<file path="config.mk">
export PLATFORM = sky130hd
export DESIGN_NAME = uart_modport
export DESIGN_NICKNAME = d
export VERILOG_FILES = /design/src/rtl/uart_modport.sv
export SDC_FILE = /design/constraint.sdc
export NUM_CORES = 1
export LEC_CHECK = 0
export ABC_AREA = 1
export CORE_MARGIN = 2
export CORE_UTILIZATION = 45
export CTS_BUF_LIST = sky130_fd_sc_hd__clkbuf_4 sky130_fd_sc_hd__clkbuf_8 sky130_fd_sc_hd__clkbuf_16
export DETAILED_ROUTE_END_ITERATION = 10
export GPL_TIMING_DRIVEN = 0
export MAX_ROUTING_LAYER = met4
export PLACE_DENSITY_LB_ADDON = 0.2
export SETUP_SLACK_MARGIN = 0.02
export SLEW_MARGIN = 15
export SYNTH_ARGS = -nofsm -noshare
export SYNTH_HDL_FRONTEND = slang
export SYNTH_SLANG_ARGS = --single-unit
</file>
<file path="constraint.sdc">
create_clock -name clock -period 2.6 [get_ports clock]
set_clock_uncertainty 0.05 [all_clocks]
set_input_delay 0.65 -clock clock [delete_from_list [all_inputs] [get_ports clock]]
set_output_delay 0.65 -clock clock [all_outputs]
set_load 0.05 [all_outputs]
</file>
<file path="src/rtl/uart_modport.sv">
// uart_modport: Wishbone slave UART with a 16550-style register map, a 16x baud generator and one-byte TX/RX holding registers.
// Define UART_LOOPBACK_EN to compile in the internal MCR[4] loopback path.
module uart_modport (
   input  logic       clock,
   input  logic       wb_rst_i,
   input  logic [3:0] wb_addr_i,
   input  logic [3:0] wb_sel_i,
   input  logic [7:0] wb_dat_i,
   input  logic       wb_we_i,
   input  logic       wb_stb_i,
   input  logic       wb_cyc_i,
   output logic [7:0] wb_dat_o,
   output logic       wb_ack_o,
   output logic       int_o,
   output logic       baud_o,
   input  logic       srx_pad_i,
   output logic       stx_pad_o
);
   typedef enum logic [2:0] {S_IDLE, S_START, S_DATA, S_PAR, S_STOP} ser_t;

   logic        r_ack;
   logic [7:0]  r_dat;
   logic [7:0]  r_dll, r_dlm, r_ier, r_lcr, r_mcr, r_scr, r_rbr, r_thr, r_iir, r_lsr;
   logic        r_thre, r_pend, r_dr, r_oe, r_pe, r_fe, r_int;
   logic [15:0] r_bcnt;
   logic        r_baud;
   ser_t        r_tx_st, w_tx_nxt;
   logic [7:0]  r_tx_shr;
   logic [3:0]  r_tx_tick;
   logic [2:0]  r_tx_bit;
   logic        r_tx_par, r_stx;
   ser_t        r_rx_st, w_rx_nxt;
   logic        r_rx_s1, r_rx_s2, r_rx_s3;
   logic [7:0]  r_rx_shr;
   logic [3:0]  r_rx_tick;
   logic [2:0]  r_rx_bit;
   logic        r_rx_par;

   logic        w_req, w_acc, w_wr, w_rd, w_dlab;
   logic        w_rbr_rd, w_lsr_rd, w_iir_rd, w_thr_wr;
   logic [2:0]  w_last;
   logic [15:0] w_div;
   logic        w_temt, w_tx_load, w_tx_bend, w_tx_ser, w_thr_par;
   logic [7:0]  w_tx_mask;
   logic        w_loop, w_rx_in, w_rx_smp, w_rx_done, w_par_exp;
   logic [7:0]  w_rx_data, w_rdata, w_iir, w_lsr;

   assign w_req    = wb_cyc_i & wb_stb_i & ~r_ack;
   assign w_acc    = w_req & (|wb_sel_i) & ~wb_addr_i[3];
   assign w_wr     = w_acc & wb_we_i;
   assign w_rd     = w_acc & ~wb_we_i;
   assign w_dlab   = r_lcr[7];
   assign w_rbr_rd = w_rd & (wb_addr_i[2:0] == 3'd0) & ~w_dlab;
   assign w_iir_rd = w_rd & (wb_addr_i[2:0] == 3'd2);
   assign w_lsr_rd = w_rd & (wb_addr_i[2:0] == 3'd5);
   assign w_thr_wr = w_wr & (wb_addr_i[2:0] == 3'd0) & ~w_dlab;

   assign w_last    = {1'b0, r_lcr[1:0]} + 3'd4;
   assign w_div     = {r_dlm, r_dll};
   assign w_temt    = r_thre & (r_tx_st == S_IDLE);
   assign w_tx_load = (r_tx_st == S_IDLE) & ~r_thre;
   assign w_tx_bend = r_baud & (r_tx_tick == 4'hF);
   assign w_tx_mask = 8'hFF >> (2'd3 - r_lcr[1:0]);
   assign w_thr_par = r_lcr[4] ? ^(r_thr & w_tx_mask) : ~^(r_thr & w_tx_mask);

`ifdef UART_LOOPBACK_EN
   assign w_loop = r_mcr[4];
`else
   assign w_loop = 1'b0;
`endif
   assign w_rx_in = w_loop ? w_tx_ser : srx_pad_i;

   // Start bit is checked at mid-bit (8 ticks), later bits every 16 ticks
   assign w_rx_smp  = r_baud & (r_rx_tick == ((r_rx_st == S_START) ? 4'd7 : 4'd15));
   assign w_rx_done = (r_rx_st == S_STOP) & w_rx_smp;
   assign w_rx_data = r_rx_shr >> (2'd3 - r_lcr[1:0]);
   assign w_par_exp = r_lcr[4] ? ^w_rx_data : ~^w_rx_data;

   assign w_lsr = {1'b0, w_temt, r_thre, 1'b0, r_fe, r_pe, r_oe, r_dr};

   always_comb begin
      w_iir = 8'h01;
      if (r_ier[2] & (r_oe | r_pe | r_fe)) w_iir = 8'h06;
      else if (r_ier[0] & r_dr)            w_iir = 8'h04;
      else if (r_ier[1] & r_pend)          w_iir = 8'h02;
   end

   always_comb begin
      w_rdata = '0;
      if (w_rd) begin
         case (wb_addr_i[2:0])
            3'd0:    w_rdata = w_dlab ? r_dll : r_rbr;
            3'd1:    w_rdata = w_dlab ? r_dlm : r_ier;
            3'd2:    w_rdata = r_iir;
            3'd3:    w_rdata = r_lcr;
            3'd4:    w_rdata = r_mcr;
            3'd5:    w_rdata = r_lsr;
            3'd7:    w_rdata = r_scr;
            default: w_rdata = '0;
         endcase
      end
   end

   always_ff @(posedge clock or negedge wb_rst_i) begin
      if (!wb_rst_i) begin
         r_ack  <= 1'b0;
         r_dat  <= '0;
         r_dll  <= '0;
         r_dlm  <= '0;
         r_ier  <= '0;
         r_lcr  <= 8'h03;
         r_mcr  <= '0;
         r_scr  <= '0;
         r_rbr  <= '0;
         r_thr  <= '0;
         r_iir  <= 8'h01;
         r_lsr  <= 8'h60;
         r_int  <= 1'b0;
         r_thre <= 1'b1;
         r_pend <= 1'b0;
         r_dr   <= 1'b0;
         r_oe   <= 1'b0;
         r_pe   <= 1'b0;
         r_fe   <= 1'b0;
      end else begin
         r_ack <= w_req;
         r_dat <= w_rdata;
         r_iir <= w_iir;
         r_lsr <= w_lsr;
         r_int <= ~w_iir[0];
         if (w_wr) begin
            case (wb_addr_i[2:0])
               3'd0:    if (w_dlab) r_dll <= wb_dat_i;
               3'd1:    if (w_dlab) r_dlm <= wb_dat_i; else r_ier <= wb_dat_i;
               3'd3:    r_lcr <= wb_dat_i;
               3'd4:    r_mcr <= wb_dat_i;
               3'd7:    r_scr <= wb_dat_i;
               default: ;
            endcase
         end
         // Later assignments win: a THR write beats a simultaneous shifter load
         if (w_iir_rd && (r_iir == 8'h02)) r_pend <= 1'b0;
         if (w_tx_load) begin
            r_thre <= 1'b1;
            r_pend <= 1'b1;
         end
         if (w_thr_wr) begin
            r_thr  <= wb_dat_i;
            r_thre <= 1'b0;
            r_pend <= 1'b0;
         end
         if (w_lsr_rd) begin
            r_oe <= 1'b0;
            r_pe <= 1'b0;
            r_fe <= 1'b0;
         end
         if (w_rbr_rd) r_dr <= 1'b0;
         if (w_rx_done) begin
            r_rbr <= w_rx_data;
            r_dr  <= 1'b1;
            if (r_dr && !w_rbr_rd)                  r_oe <= 1'b1;
            if (r_lcr[3] && (r_rx_par != w_par_exp)) r_pe <= 1'b1;
            if (!r_rx_s2)                           r_fe <= 1'b1;
         end
      end
   end

   always_ff @(posedge clock or negedge wb_rst_i) begin
      if (!wb_rst_i) begin
         r_bcnt <= '0;
         r_baud <= 1'b0;
      end else if (w_div == '0) begin
         r_bcnt <= '0;
         r_baud <= 1'b0;
      end else if ((r_bcnt == '0) || (r_bcnt >= w_div)) begin
         r_bcnt <= w_div - 16'd1;
         r_baud <= 1'b1;
      end else begin
         r_bcnt <= r_bcnt - 16'd1;
         r_baud <= 1'b0;
      end
   end

   always_ff @(posedge clock or negedge wb_rst_i) begin
      if (!wb_rst_i) r_tx_st <= S_IDLE;
      else           r_tx_st <= w_tx_nxt;
   end

   always_comb begin
      w_tx_nxt = r_tx_st;
      w_tx_ser = 1'b1;
      case (r_tx_st)
         S_IDLE:  if (w_tx_load) w_tx_nxt = S_START;
         S_START: begin
            w_tx_ser = 1'b0;
            if (w_tx_bend) w_tx_nxt = S_DATA;
         end
         S_DATA: begin
            w_tx_ser = r_tx_shr[0];
            if (w_tx_bend && (r_tx_bit == w_last)) w_tx_nxt = r_lcr[3] ? S_PAR : S_STOP;
         end
         S_PAR: begin
            w_tx_ser = r_tx_par;
            if (w_tx_bend) w_tx_nxt = S_STOP;
         end
         S_STOP:  if (w_tx_bend && (r_tx_bit[0] == r_lcr[2])) w_tx_nxt = S_IDLE;
         default: w_tx_nxt = S_IDLE;
      endcase
   end

   always_ff @(posedge clock or negedge wb_rst_i) begin
      if (!wb_rst_i) begin
         r_tx_shr  <= '0;
         r_tx_tick <= '0;
         r_tx_bit  <= '0;
         r_tx_par  <= 1'b0;
         r_stx     <= 1'b1;
      end else begin
         r_stx <= w_loop ? 1'b1 : w_tx_ser;
         if (w_tx_load) begin
            r_tx_shr  <= r_thr;
            r_tx_tick <= '0;
            r_tx_bit  <= '0;
            r_tx_par  <= w_thr_par;
         end else if ((r_tx_st != S_IDLE) && r_baud) begin
            r_tx_tick <= r_tx_tick + 4'd1;
            if (r_tx_tick == 4'hF) begin
               if (r_tx_st == S_DATA) begin
                  r_tx_shr <= r_tx_shr >> 1;
                  r_tx_bit <= (r_tx_bit == w_last) ? 3'd0 : r_tx_bit + 3'd1;
               end else if (r_tx_st == S_STOP) begin
                  r_tx_bit <= r_tx_bit + 3'd1;
               end
            end
         end
      end
   end

   always_ff @(posedge clock or negedge wb_rst_i) begin
      if (!wb_rst_i) r_rx_st <= S_IDLE;
      else           r_rx_st <= w_rx_nxt;
   end

   always_comb begin
      w_rx_nxt = r_rx_st;
      case (r_rx_st)
         S_IDLE:  if (r_rx_s3 && !r_rx_s2) w_rx_nxt = S_START;
         S_START: if (w_rx_smp) w_rx_nxt = r_rx_s2 ? S_IDLE : S_DATA;
         S_DATA:  if (w_rx_smp && (r_rx_bit == w_last)) w_rx_nxt = r_lcr[3] ? S_PAR : S_STOP;
         S_PAR:   if (w_rx_smp) w_rx_nxt = S_STOP;
         S_STOP:  if (w_rx_smp) w_rx_nxt = S_IDLE;
         default: w_rx_nxt = S_IDLE;
      endcase
   end

   always_ff @(posedge clock or negedge wb_rst_i) begin
      if (!wb_rst_i) begin
         r_rx_s1   <= 1'b1;
         r_rx_s2   <= 1'b1;
         r_rx_s3   <= 1'b1;
         r_rx_shr  <= '0;
         r_rx_tick <= '0;
         r_rx_bit  <= '0;
         r_rx_par  <= 1'b0;
      end else begin
         r_rx_s1 <= w_rx_in;
         r_rx_s2 <= r_rx_s1;
         r_rx_s3 <= r_rx_s2;
         if (r_rx_st == S_IDLE) begin
            r_rx_tick <= '0;
            r_rx_bit  <= '0;
         end else if (r_baud) begin
            if (w_rx_smp) begin
               r_rx_tick <= '0;
               if (r_rx_st == S_DATA) begin
                  r_rx_shr <= {r_rx_s2, r_rx_shr[7:1]};
                  r_rx_bit <= r_rx_bit + 3'd1;
               end else if (r_rx_st == S_PAR) begin
                  r_rx_par <= r_rx_s2;
               end
            end else begin
               r_rx_tick <= r_rx_tick + 4'd1;
            end
         end
      end
   end

   assign wb_dat_o  = r_dat;
   assign wb_ack_o  = r_ack;
   assign int_o     = r_int;
   assign baud_o    = r_baud;
   assign stx_pad_o = r_stx;
endmodule

</file>
After elaboration in Yosys (flattened, before gate mapping)
Index checks and enable logic that the tools add are counted.
{"block": "totals", "reg_bits": 153, "wordCells": 217}
{"block": "op_classes", "n_addsub": 8, "order_cmp": 1, "n_eq_ne": 31, "shifts": 2, "mux": 64, "n_bitwise": 31, "n_reduce_logical": 45}
{"op": "2-to-1 mux 8 bit", "n": 9}
{"op": "2-to-1 mux 3 bit", "n": 21}
{"op": "case mux 8 bit (7 select lines)", "n": 1}
{"op": "zero test 16 bit", "n": 2}
{"op": "2-to-1 mux 16 bit", "n": 2}
{"op": "subtractor 16 x 1 -> 16 bit (second input constant)", "n": 2}
{"op": "case mux 3 bit (5 select lines)", "n": 2}
{"op": "2-to-1 mux 4 bit", "n": 6}
{"op": "AND 1 bit", "n": 20}
{"op": "2-to-1 mux 1 bit", "n": 20}
{"op": "inequality test 2 bit (second input constant)", "n": 10}
{"op": "== test 3 x 2 -> 1 bit (second input constant)", "n": 6}
{"op": "AND reduction 3 bit", "n": 6}
{"op": "greater-or-equal comparator 16 bit", "n": 1}
{"op": "nonzero test 2 bit", "n": 8}
{"op": "XNOR reduction 8 bit", "n": 2}
{"op": "parity 8 bit", "n": 2}
{"op": "== test 3 bit (second input constant)", "n": 5}
{"op": "AND reduction 5 bit", "n": 3}
{"op": "== test 3 x 1 -> 1 bit (second input constant)", "n": 3}
{"op": "zero test 3 bit", "n": 3}
{"op": "nonzero test 3 bit", "n": 3}
{"op": "adder 4 x 1 -> 4 bit (second input constant)", "n": 2}
{"op": "AND 8 bit", "n": 1}
{"op": "other kinds (21)", "n": 42}

Logic depth before layout (Yosys ltp)
Gate-level depths: netlist of the first run.
{"block": "logic_depth", "word_depth": 11, "mapped_depth": 22}

Least setup slack after synthesis of the first run
No wires, ideal clock.
{"block": "synth_timing", "kind": "register to register", "start": "reg r_dlm[7]", "end": "reg r_bcnt[6]", "arrival_ns": 2.233, "t_required_ns": 2.409, "setup_slack_ns": 0.175, "path_stages_with_launch": 15, "path_buffers": 1, "synth_period_minus_slack_ns": 2.425, "cell_sequence": "dfrtp_1 inv_1 ha_1 a21o_1 nor2_2 nand2_2 nor2_8 nand2_4 buf_6 o21ai_1 ha_1 nand3_2 nor2_2 xor2_1 nor2_1"}
{"block": "synth_between", "elab_chain_len": 4}
{"element": "start, declared", "line": "23", "source": "logic [7:0] r_dll, r_dlm, r_ier, r_lcr, r_mcr, r_scr, r_rbr, r_thr, r_iir, r_lsr;"}
{"element": "start signal, assigned", "line": "134", "source": "3'd1: if (w_dlab) r_dlm <= wb_dat_i; else r_ier <= wb_dat_i;"}
{"element": "greater-or-equal comparator 16 bit", "line": "175", "source": "end else if ((r_bcnt == '0) || (r_bcnt >= w_div)) begin"}
{"element": "logical OR 1 bit", "line": "175"}
{"element": "2-to-1 mux 16 bit", "line": "175"}
{"element": "2-to-1 mux 16 bit *", "line": "172", "source": "end else if (w_div == '0) begin"}
{"element": "end signal, assigned", "line": "176", "source": "r_bcnt <= w_div - 16'd1;"}
{"element": "end signal, assigned", "line": "179", "source": "r_bcnt <= r_bcnt - 16'd1;"}
{"element": "end, declared", "line": "25", "source": "logic [15:0] r_bcnt;"}
Mark *: on every way between the ends. The rest lies on a longest branch, timed or not.
A chain may end at the register's enable or synchronous reset.

Worst setup path in the final report of the first run
{"block": "layout_timing", "start": "reg r_dll[3]", "end": "reg r_bcnt[10]"}
{"block": "layout_between", "elab_chain_len": 4}
{"element": "start, declared", "line": "23"}
{"element": "start signal, assigned", "line": "133", "source": "3'd0: if (w_dlab) r_dll <= wb_dat_i;"}
{"element": "greater-or-equal comparator 16 bit", "line": "175"}
{"element": "logical OR 1 bit", "line": "175"}
{"element": "2-to-1 mux 16 bit", "line": "175"}
{"element": "2-to-1 mux 16 bit *", "line": "172"}
Marks and branches as above.

==> results.ini, run 1 <==
[clock_tree]
clkLatencyLatePin_ns = 0.43
clock_input_transition_at_the_sequential_cells_of_the_worst_setup_and_hold_paths_ns = 0.06
cts_max_path_buffers = 2
cts-hold-fix-buffers = 0
cts_max_level = 4
clock_tree_from_tritoncts = built
clock-sinks = 148
cts-buffers-inserted = 17
cts_root_buffer = clkbuf_16

[worst_setup_path]
critPathRequiredTime_ns = 2.91
critical_path_arrival_ns = 2.82
critical_path.max_stage_delay_ns = 0.41
worstSetupStartpointType = flip-flop
worst_r2r_startpoint = r_dll[3]
worst-path-buf-inv = 4
setup.worst_path.class = flip-flop to flip-flop
worst_setup_path_startpoint = r_dll[3]
critPathTopFamily = simple AND/OR/NAND/NOR gates
worst-path-max-fanout = 5
worst_path_cell_trace = inv_2 -> ha_4 -> nand2_2 -> nor2_1 -> nor2_1 -> nand2_1 -> nand2_1 -> nand2_2 -> nand2_4 -> nand2_4 -> buf_8 -> o21ai_4 -> ha_4 -> nand3_4 -> inv_4 -> nand2_4 -> o21ai_2 -> inv_1 -> nor2_1
setup.worst_path.end_class = flip-flop
cp_slowest_cell = dfrtp_1

[timing]
period_needed_ns = 2.504
worst-slew-pin-transition_ns = 0.9105
holdWs_ns = 0.1098
maxSlewViolCount = 0
rsz0062_at_grt = true
count_of_endpoints_failing_setup_in_the_final_report = 0
maxSlewHeadroom_pct = 38.84
max_freq_mhz = 399.4
report.final.hold_viol_count = 0
part_of_the_cycle_the_worst_path_needs_pct = 96.30

[synthesis]
synth.top_cells.by_area = dfrtp_1 (45%), nand2_1 (12%), o21ai_0 (7.3%)
seq_area_frac_synth_pct = 48.33
asyncSetResetFlopFracSynth_pct = 100.0
synth_edf_count = 0
postSynthAreaPerCell_sq_um = 8.076
synth_top_area_share_pct = 44.91
synthDistinctLibCells = 52
post-synth-top-area-cell = dfrtp_1
synth-seq-cells = 148
synth_warn = 0
most_used_dff_post_synth = dfrtp_1
synthesis.instances = 952
synth_nets = 995
synthesis.area_sq_um = 7689

[hold_path]
hold_class = input port to asynchronous set/reset pin

[detailed_routing]
drt_first_iter_violations = 585
route.final.wire_length_mm = 20.30
met2RoutedLength_mm = 9.332
residual_drc_count = 0
routedLengthMet1_mm = 9.464
dr.pass1.iters = 6
routed-wl-met3_microns = 992
drt-wirelength-per-cell_microns = 15.98
post_drt_via_cell_ratio = 5.266
via_count = 6688
drt.antenna.violating_nets = 0
topRoutingLayerUsed = met4

[global_route]
grt_remaining_overflow = 0
grt_first_pass_wirelength_mm = 32.29
grt_antenna_before_repair = 0
grt_util_all_layers_pct = 23.64
pin_count_of_the_biggest_net_entering_global_routing = 82
first_global_vias = 6267

[placed_design]
port-buffer-count = 33
placed_cells_incl_taps = 1206
placed_cell_area_sq_um = 8327
place_hpwl_mm = 13.82
gp_congestion = 0.8573

[final_layout]
mostFrequentLayoutCells = nand2_1 (242), dfrtp_1 (135), o21ai_0 (112)
largest_register_ff_count = 16
non_filler_cells_in_the_finished_layout = 1270
stdcell_area_sq_um = 9520
finish.net_count = 1080
most_common_library_cell_in_the_layout_ignoring_fill_and_taps = nand2_1
postLayoutCoreUtil_pct = 57.21
registers.top_by_ff_count = r_bcnt
insertedDiodeCount = 0
syn2layout_area_growth_pct = 23.82
post_route_cells_drive_above_1_share_pct = 16.19

[floorplanning]
fp-row-count = 47
num_io_pins = 34
initial_utilization_pct = 46.20
dieWidth_microns = 134.7
floorplan.die_area_sq_um = 18150
die_height_microns = 134.7
design.core.area_sq_um = 16640

[run_status]
outcome = finished clean

[run]
cap_violations = 0

[metal layers]
| layer | vias to the layer above | GRT usage (%) |
|---|---|---|
| met2 | 179 | 36.01 |
| met3 | 37 | 4.467 |
| met1 | 3169 | 31.32 |
| li1 | 3303 | - |
| met5 | - | - |
| met4 | 0 | 9.357 |
[per-stage QoR]
stage,worst slack [ns],TNS (ns)
2_1_floorplan,0.1754,0
3_3_place_gp,-5.216,-761.62
3_5_place_dp,-0.3513,-12.52
4_1_cts,0.03063,0
5_1_grt,-0.08784,-0.3388
6_report,0.09613,0
[cell usage after synthesis, types with 4 or more instances]
cell / count
o21ai_0: 112
nand2_1: 253
a31oi_1: 10
clkbuf_1: 15
inv_2: 9
o211ai_1: 4
a21oi_1: 35
buf_2: 4
dfstp_2: 10
nand4_1: 8
nor2_2: 7
inv_1: 106
a221oi_1: 8
ha_1: 21
nand3_1: 30
o21ai_1: 14
nor3_1: 5
xnor2_1: 10
dfrtp_1: 138
nand3b_1: 8
xor2_1: 11
nor2_1: 77
nand2_2: 9
[cell families after synthesis]
logic type,Yosys count,share of synthesized area [%]
AOI/OAI and AO/OA,208,15.25
xor gates and xnor gates,21,2.392
adders and majority gates,21,3.417
buffers and inverters,138,7.095
DFF,148,48.33
muxes,1,0.1465
and+or+nand+nor,415,23.37
[final timing paths]
kind | slack (ns) | end | cells after the start
min reg2reg | 0.31 | r_rx_s2 | 0
min | 0.11 | r_tx_shr[0] | 1
max | 0.1 | r_bcnt[10] | 19
max reg2reg | 0.1 | r_bcnt[10] | 19
min in group clock | 0.31 | r_rx_s2 | 0
max in group asynchronous | 1.60 | r_iir[0] | 2
[what timing repair did]
| action | in CTS | in global routing |
|---|---|---|
| setup endpoints to repair | 9 | 45 |
| buffers inserted | 9 | 23 |
| resized for setup | 10 | 58 |
| endpoints found under the hold margin | 0 | 0 |
| pin swaps | 2 | 23 |
[worst register-to-register path, stage by stage (launching register included)]
cell	delay, ns
dfrtp_1	0.41
inv_2	0.11
ha_4	0.21
nand2_2	0.07
nor2_1	0.04
nor2_1	0.11
nand2_1	0.08
nand2_1	0.08
nand2_2	0.07
nand2_4	0.09
nand2_4	0.08
buf_8	0.14
o21ai_4	0.18
ha_4	0.17
nand3_4	0.12
inv_4	0.10
nand2_4	0.05
o21ai_2	0.13
inv_1	0.04
nor2_1	0.10
[final cells by class]
type / count / area, sq um
fill: 1494 / 7122
multi-input combinational: 666 / 3680
buffer: 22 / 123.9
sequential: 148 / 3720
clock buffer: 23 / 483.0
timing repair buffer: 66 / 623.1
inverter: 116 / 437.9
clock inverter: 9 / 177.7
tap: 220 / 275.3
Power of run 1 is not shown: default switching activity piles up to over one toggle a cycle in this logic, so the estimate is an artifact.
==> run 2, diff against run 1 <==
CORE_ASPECT_RATIO = 0.75   (was unset)
==> results.ini, run 2 (synthesized netlist as in run 1, its figures left out) <==
[run_status]
outcome = finished clean

[timing]
max_freq_mhz = 402.6  ; +0.80%
count_of_endpoints_failing_setup_in_the_final_report = 0  ; unchanged
maxSlewViolCount = 0  ; unchanged
post-route-worst-setup-slack_ns = 0.1160  ; +0.01992 ns
period_needed_ns = 2.484  ; -0.01992 ns
rsz0062_at_grt = true
worst-slew-pin-transition_ns = 0.8690  ; -0.04144 ns
report.final.hold_viol_count = 0  ; unchanged
part_of_the_cycle_the_worst_path_needs_pct = 95.54  ; -0.77 points
timing.setup.tns_ns = 0  ; unchanged
maxSlewHeadroom_pct = 41.58  ; +2.7 points

[final_layout]
registers.top_by_ff_count = r_bcnt
insertedDiodeCount = 0  ; unchanged
mostFrequentLayoutCells = nand2_1 (234), dfrtp_1 (135), o21ai_0 (112)
stdcell_area_sq_um = 9479  ; -0.43%
most_common_library_cell_in_the_layout_ignoring_fill_and_taps = nand2_1
largest_register_ff_count = 16  ; unchanged
post_route_cells_drive_above_1_share_pct = 17.11  ; +0.92 points
final.fill_count = 1523  ; +1.9%
syn2layout_area_growth_pct = 23.29
seqCellArea_sq_um = 3720  ; unchanged
multi_input_area_sq_um = 3724  ; +1.2%
finish.net_count = 1076  ; -0.37%
postLayoutCoreUtil_pct = 56.51  ; -0.70 points

[worst_setup_path]
worst-path-buf-inv = 4  ; unchanged
critical_path.max_stage_delay_ns = 0.38  ; -0.03 ns
worst_path_cell_trace = inv_2 -> ha_4 -> a21o_1 -> nor2_2 -> nand2_2 -> nor2_8 -> nand2_4 -> buf_8 -> o21ai_4 -> ha_4 -> nand3_4 -> inv_4 -> nand2_4 -> o21ai_2 -> inv_1 -> nor2_1
critPathRequiredTime_ns = 2.89  ; -0.02 ns
worstSetupStartpointType = flip-flop
cp_slowest_cell = dfrtp_1
worst-path-max-fanout = 4  ; -1
setup.worst_path.class = flip-flop to flip-flop
timing.reg2reg.setup_slack_ns = 0.12  ; +0.02 ns
setup.worst_path.end_class = flip-flop
worst_r2r_startpoint = r_dlm[7]
reg2regPathDepth = 16  ; -3
rr_endpoint = r_bcnt[10]
critPathTopFamily = simple AND/OR/NAND/NOR gates
critical_path_arrival_ns = 2.78  ; -0.04 ns

[clock_tree]
cts-hold-fix-buffers = 0  ; unchanged
clock_input_transition_at_the_sequential_cells_of_the_worst_setup_and_hold_paths_ns = 0.07  ; about the same
cts_max_path_buffers = 2  ; unchanged
clock_tree_from_tritoncts = built
cts-buffers-inserted = 17  ; unchanged
clock-sinks = 148  ; unchanged
clkLatencyLatePin_ns = 0.42  ; about the same
cts_max_level = 4  ; unchanged
cts_root_buffer = clkbuf_16

[global_route]
grt_first_pass_wirelength_mm = 31.94  ; -1.1%
grt_util_all_layers_pct = 23.50  ; -0.14 points
pin_count_of_the_biggest_net_entering_global_routing = 77  ; -6.1%
first_global_vias = 6083  ; -2.9%
grt_antenna_before_repair = 0  ; unchanged
grt_remaining_overflow = 0  ; unchanged

[hold_path]
hold_class = input port to asynchronous set/reset pin

[floorplanning]
floorplan.die_area_sq_um = 18160  ; about the same
design.core.area_sq_um = 16770  ; +0.80%
dieWidth_microns = 154.9  ; +15%
fp-row-count = 41  ; -13%
initial_utilization_pct = 45.83  ; -0.37 points
num_io_pins = 34  ; unchanged
die_height_microns = 117.2  ; -13%

[detailed_routing]
route.final.wire_length_mm = 20.20  ; -0.48%
drt-wirelength-per-cell_microns = 16.02  ; +0.23%
via_count = 6736  ; +0.72%
post_drt_via_cell_ratio = 5.342  ; +1.4%
drt.antenna.violating_nets = 0  ; unchanged
drt_first_iter_violations = 666  ; +14%
dr.pass1.iters = 6  ; unchanged
residual_drc_count = 0  ; unchanged

[run]
cap_violations = 0  ; unchanged

[placed_design]
port-buffer-count = 33  ; unchanged
gp_congestion = 0.8902  ; +3.8%
placed_cell_area_sq_um = 8320  ; about the same
placement.setup.worst_slack_ns = -0.4835  ; -0.1322 ns
place_hpwl_mm = 14.32  ; +3.6%

run 2: cell count changes in the layout (fill, tap and decap cells not counted), moves of 2 or more:
| cell | delta |
|---|---|
| bufinv_16 | -2 |
| nand2_1 | -8 |
| inv_1 | +2 |
| nor2_1 | -5 |
| nor2_2 | +6 |
| buf_4 | -4 |
| inv_2 | -2 |
| buf_8 | +2 |
| inv_6 | +2 |
| nand2_2 | +7 |
| nand3_2 | +2 |
run 2: how the worst max path moves through the flow:
stage,from,end,cells past startpoint
5_1_grt,r_dlm[2],r_bcnt[9],19
4_1_cts,wb_stb_i,r_dlm[3],10
6_report,r_dlm[7],r_bcnt[10],16
3_5_place_dp,wb_stb_i,r_thr[0],8
3_3_place_gp,wb_rst_i,r_rx_shr[0],1
2_1_floorplan,r_dlm[7],r_bcnt[6],14
run 2: layout make-up:
| type | count | area share [%] |
|---|---|---|
| multi-input cells | 666 | 39.28 |
| flip-flops and latches | 148 | 39.24 |
| repair buffers | 63 | 6.323 |
| clock buffers | 21 | 4.871 |
| inverters | 116 | 4.620 |
| well taps | 215 | 2.838 |
| clock inverters | 11 | 1.597 |
| plain buffers | 21 | 1.228 |
run 2: metal layers:
metal | share of wire, % | vias to the layer above | routed length (microns) | global-route usage, %
met5 | 0 | - | 0 | -
met2 | 41 | 189 | 8383 | 32.09
met1 | 51 | 3225 | 10200 | 34.39
met4 | 0.99 | 0 | 199 | 5.123
met3 | 7.0 | 26 | 1416 | 6.885
li1 | - | 3296 | - | -
run 2: timing repair:
action	CTS	global route
gates resized for setup	20	64
endpoints found under the setup margin	18	71
pin swaps	6	25
buffers inserted	8	21
run 2: stage by stage:
stage / hold slack, ns / instances
floorplan: 0.2952 / 952
global placement: 0.2970 / 1200
detailed placement: 0.3017 / 1201
CTS: 0.1448 / 1241
global route: 0.1572 / 1261
finish: 0.1240 / 1261
Power of run 2 is left out for the same reason.
==> run 3, diff against run 2 <==
HOLD_SLACK_MARGIN = 0.08   (was unset)
==> results of run 3 <==
Final layout, timing and power as in run 2 (identical DEF).
Power of run 3 is left out for the same reason.
